<file path="src/rtl/pipe_hazard_ctrl.sv">
// pipe_hazard_ctrl: load-use/branch/memory-wait hazard control, forwarding and debug counters
module pipe_hazard_ctrl #(
   parameter int MEM_TIMEOUT = 16,
   parameter int CNT_W = 16
) (
   input  logic             clk,
   input  logic             rst,
   input  logic [4:0]       id_rs,
   input  logic [4:0]       id_rt,
   input  logic             id_use_rs,
   input  logic             id_use_rt,
   input  logic [4:0]       ex_rs,
   input  logic [4:0]       ex_rt,
   input  logic [4:0]       ex_rwd,
   input  logic             ex_mem_read,
   input  logic             ex_branch_taken,
   input  logic [4:0]       mem_rwd,
   input  logic             mem_reg_write,
   input  logic [4:0]       wb_rwd,
   input  logic             wb_reg_write,
   input  logic             mem_req,
   input  logic             mem_ready,
   output logic             pc_we,
   output logic             pc_sel_branch,
   output logic             ifid_we,
   output logic             ifid_flush,
   output logic             idex_we,
   output logic             idex_flush,
   output logic             exmem_we,
   output logic             memwb_we,
   output logic [1:0]       fwd_a,
   output logic [1:0]       fwd_b,
   output logic             mem_err,
   output logic [CNT_W-1:0] stall_cnt,
   output logic [CNT_W-1:0] flush_cnt
);
   localparam int WW = $clog2(MEM_TIMEOUT + 1);
   typedef enum logic {RUN, MEM_WAIT} state_t;
   state_t state;
   logic [WW-1:0] wait_cnt;
   logic timeout, completing, freeze, branch, load_use, run;
   assign timeout    = state == MEM_WAIT && wait_cnt == WW'(MEM_TIMEOUT);
   assign completing = state == MEM_WAIT && (mem_ready || timeout);
   assign freeze     = (state == MEM_WAIT && !completing) || (state == RUN && mem_req && !mem_ready);
   assign branch     = !freeze && ex_branch_taken;
   assign load_use   = !freeze && !ex_branch_taken && ex_mem_read && ex_rwd != 5'd0 &&
                       ((id_use_rs && id_rs == ex_rwd) || (id_use_rt && id_rt == ex_rwd));
   assign run        = !rst && !freeze;
   // Pipeline enables and flushes; reset forces every stage to hold and load bubbles
   always_comb begin
      pc_we         = run && !load_use;
      pc_sel_branch = !rst && branch;
      ifid_we       = run && !load_use;
      ifid_flush    = rst || branch;
      idex_we       = run;
      idex_flush    = rst || branch || load_use;
      exmem_we      = run;
      memwb_we      = run;
   end
   // EX operand forwarding, youngest producer (MEM) first, register 0 never forwarded
   always_comb begin
      fwd_a = rst ? 2'b00 :
              (mem_reg_write && mem_rwd != 5'd0 && mem_rwd == ex_rs) ? 2'b01 :
              (wb_reg_write && wb_rwd != 5'd0 && wb_rwd == ex_rs) ? 2'b10 : 2'b00;
      fwd_b = rst ? 2'b00 :
              (mem_reg_write && mem_rwd != 5'd0 && mem_rwd == ex_rt) ? 2'b01 :
              (wb_reg_write && wb_rwd != 5'd0 && wb_rwd == ex_rt) ? 2'b10 : 2'b00;
   end
   // Memory-wait FSM with timeout abort, sticky error flag and saturating counters
   always_ff @(posedge clk) begin
      if (rst) begin
         state     <= RUN;
         wait_cnt  <= '0;
         mem_err   <= 1'b0;
         stall_cnt <= '0;
         flush_cnt <= '0;
      end else begin
         if (state == RUN && freeze) begin
            state    <= MEM_WAIT;
            wait_cnt <= WW'(1);
         end else if (completing) begin
            state    <= RUN;
            wait_cnt <= '0;
         end else if (state == MEM_WAIT) begin
            wait_cnt <= wait_cnt + WW'(1);
         end
         if (timeout && !mem_ready) mem_err <= 1'b1;
         if ((freeze || load_use) && !(&stall_cnt)) stall_cnt <= stall_cnt + CNT_W'(1);
         if (branch && !(&flush_cnt)) flush_cnt <= flush_cnt + CNT_W'(1);
      end
   end
endmodule

</file>
<file path="config.mk">
export PLATFORM = sky130hd
export DESIGN_NAME = pipe_hazard_ctrl
export DESIGN_NICKNAME = d
export VERILOG_FILES = /design/src/rtl/pipe_hazard_ctrl.sv
export SDC_FILE = /design/constraint.sdc
export NUM_CORES = 1
export LEC_CHECK = 0
export CORE_ASPECT_RATIO = 0.6
export CORE_UTILIZATION = 44
export CTS_CLUSTER_SIZE = 8
export DETAILED_ROUTE_END_ITERATION = 8
export PLACE_DENSITY = 0.8
export SKIP_CTS_REPAIR_TIMING = 1
export SLEW_MARGIN = 25
export SYNTH_ARGS = -nofsm -noshare
export SYNTH_HDL_FRONTEND = slang
export SYNTH_SLANG_ARGS = --single-unit
</file>
<file path="constraint.sdc">
create_clock -name clk -period 2.6 [get_ports clk]
set_input_delay 0.52 -clock clk [delete_from_list [all_inputs] [get_ports clk]]
set_output_delay 0.52 -clock clk [all_outputs]
set_load 0.03 [all_outputs]
</file>
==> run metrics <==
nets=449; max cap viols=0; Synth top area share=0.331; vias in the first global route=2214; ratio of cells with drive above 1 in the final layout=0.172; Critical Path Sink Type=output pin; vias=2520; Detailed Route WL=7140 um; fin cells=467; PD cells=362 nW/um2; drt drc=0; DRT iter0 DRCs=171; Cell variety after synth=39; Tightest Hold Check Type=reg2reg; Inst Count DP=456; DP HPWL=5270 um; Peak VDD IR=0.274 mV; Clock Pin Slew Worst Setup and Hold Paths=80 ps; die footprint=5670 um2; Hold Startpoint=mem_err; critical path type=in2out; Bufs on Longest Clock Path=2; RSZ-0062 raised after global routing=true; H-tree depth=2; First-pass DRT Iterations=4; TritonCTS buffer count=5; synthesized instance count=286; Seq cells post-synth=39; Period minus WS final=2540 ps; maximum fanout along the worst path=2; num ports=90; clock root buffer master=clkbuf_8; CP Launch Type=primary input; final setup TNS=0 ps; relative slew slack=0.604; Antenna diodes=0; Initial Util=0.462; leakage power=1.45 nW; Die Span Y=58.7 um; CP Data Required Time=2080 ps; Yosys warnings=0; final hold violations=0; fill count=388; global-route wire length before repair=10600 um; status=completed; syn nets=335; clock sinks=39; Post-Synthesis Cell Area=2360 um2; area grow syn2layout=55.9%; port bufs=89; mean routed wirelength per cell=15.3 um; Routed Antenna Nets=0; clock latency on the worst-skew pair=300 ps; CTS tree=done; Data arrival, critical path=2020 ps; FMAX=393 MHz; Worst-Margin Slew=594 ps; Fin Clk Skew=9.44 ps; Avg Synthesized Cell Area=8.25 um2; Worst Setup SP=ex_rt[4]; top area cells in the synthesized netlist=dfxtp_1 33%, xnor2_1 10%, xor2_1 7.1%; vias per cell=5.40; Final Slew Violations=0; FF-to-FF Start=wait_cnt[0]; cell taking the most area after synthesis=dfxtp_1; die width=96.5 um; antenna violations before repair=0; worst hold margin=486 ps; Rows=20; GRT Total Usage=0.246; sequential element share of the synthesized area=0.331; total grt overflow=0; RePlAce Congestion=0.852; Design Power=0.00133 W; pin count of the biggest net entering global routing=43; fin util=0.720; Final setup viols=0; Period Utilization, post-route=0.979; total core area=5100 um2
routing by layer:
metal  vias to the layer above  GRT usage  wire [um]
met4                         0     0.0588        121
met1                      1179      0.343       3200
met2                        92      0.376       3170
met5                         -          0          0
met3                        14     0.0698        647
li1                       1235          -          -
area by class of cell:
cell class	instances	area (um2)	area share
Multi-Input combinational cell	228	1570	0.427
Timing Repair Buffer	117	1130	0.306
Sequential cell	39	781	0.212
Tap cell	66	82.6	0.0225
Clock buffer	5	68.8	0.0187
Inverter	9	33.8	0.00919
Clock inverter	3	15.0	0.00408
critical path, cell delays in order:
cell and delay, ps:
clkdlybuf4s50_1 440, xor2_1 190, or4_4 540, nor4_4 140
buf_4 190
state kept, by name, summed over array words and instances, names as in the netlist:
register / flops
flush_cnt: 16
stall_cnt: 16
state: 1
mem_err: 1
wait_cnt: 5
cells in the mapped netlist:
| cell type | count |
|---|---|
| a31oi_1 | 1 |
| a211o_1 | 1 |
| nand2b_1 | 2 |
| nor2_1 | 37 |
| o21ai_0 | 13 |
| nand4_1 | 10 |
| or3b_2 | 1 |
| ha_1 | 4 |
| or3_1 | 11 |
| o221ai_4 | 1 |
| and3_1 | 5 |
| clkbuf_1 | 5 |
| o311ai_2 | 1 |
| nor4_1 | 5 |
| o31ai_1 | 3 |
| nand3_1 | 17 |
| nand2_2 | 1 |
| a21o_1 | 1 |
| nor4bb_2 | 1 |
| a21oi_1 | 18 |
| xor2_1 | 19 |
| dfxtp_1 | 39 |
| xnor2_1 | 28 |
| mux2i_1 | 3 |
| nor2b_1 | 3 |
| or4_1 | 8 |
| nand2_1 | 15 |
| buf_6 | 2 |
| o41ai_1 | 1 |
| nor3_1 | 7 |
| nand4_2 | 1 |
| o32a_1 | 1 |
| and4_1 | 2 |
| and2_1 | 2 |
| mux2_2 | 3 |
| o22ai_1 | 1 |
| inv_1 | 9 |
| a211oi_2 | 1 |
| buf_4 | 3 |
report_power, final:
group          internal, W  total [W]  switching (W)
Clock             0.000184   0.000405       0.000221
Combinational     0.000161   0.000314       0.000153
Sequential        0.000604   0.000614     0.00000960
cells in the final DEF, fill, tap and decap left out, drive strengths merged, types with 2 or more instances in the layout:
cell type and n:
nand2b 2, dfxtp 39, nor2b 3, clkdlybuf4s50 58, xor2 19, o21ai 13, or3 11, mux2i 3
buf 40, dlymetal6s2s 19, clkbuf 5, and4 2, mux2 3, o31ai 3, and2 2, and3 5
a21oi 18, nor2 37, clkinv 3, nand3 17, nor4 5, inv 9, xnor2 28, nor3 7
ha 4, nand4 11, nand2 16, or4 8
final timing paths:
path / cells after the start / end / slack, ps
setup reg to reg: 8 / stall_cnt[15] / 280
setup / recovery: 5 / fwd_b[1] / 60
hold reg to reg: 2 / mem_err / 490
hold / removal: 2 / mem_err / 490
through the flow:
stage,area [um2],setup WS [ps]
floorplan,2380,-38.4
global placement,3450,-262
detailed placement,3450,-342
CTS,3530,-343
global route,3680,-19.8
finish,3680,55.9
kinds of logic (layout without fill, tap and decap cells):
logic type / count (synthesis) / count (layout) / share of synthesized area
buffers and inverters: 19 / 134 / 0.0414
and+or+nand+nor: 128 / 128 / 0.286
adders and majority gates: 4 / 4 / 0.0212
xor gates and xnor gates: 47 / 47 / 0.175
AOI/OAI and AO/OA: 43 / 43 / 0.119
muxes: 6 / 6 / 0.0271
DFF: 39 / 39 / 0.331
Power figures use the tool's default switching activity.
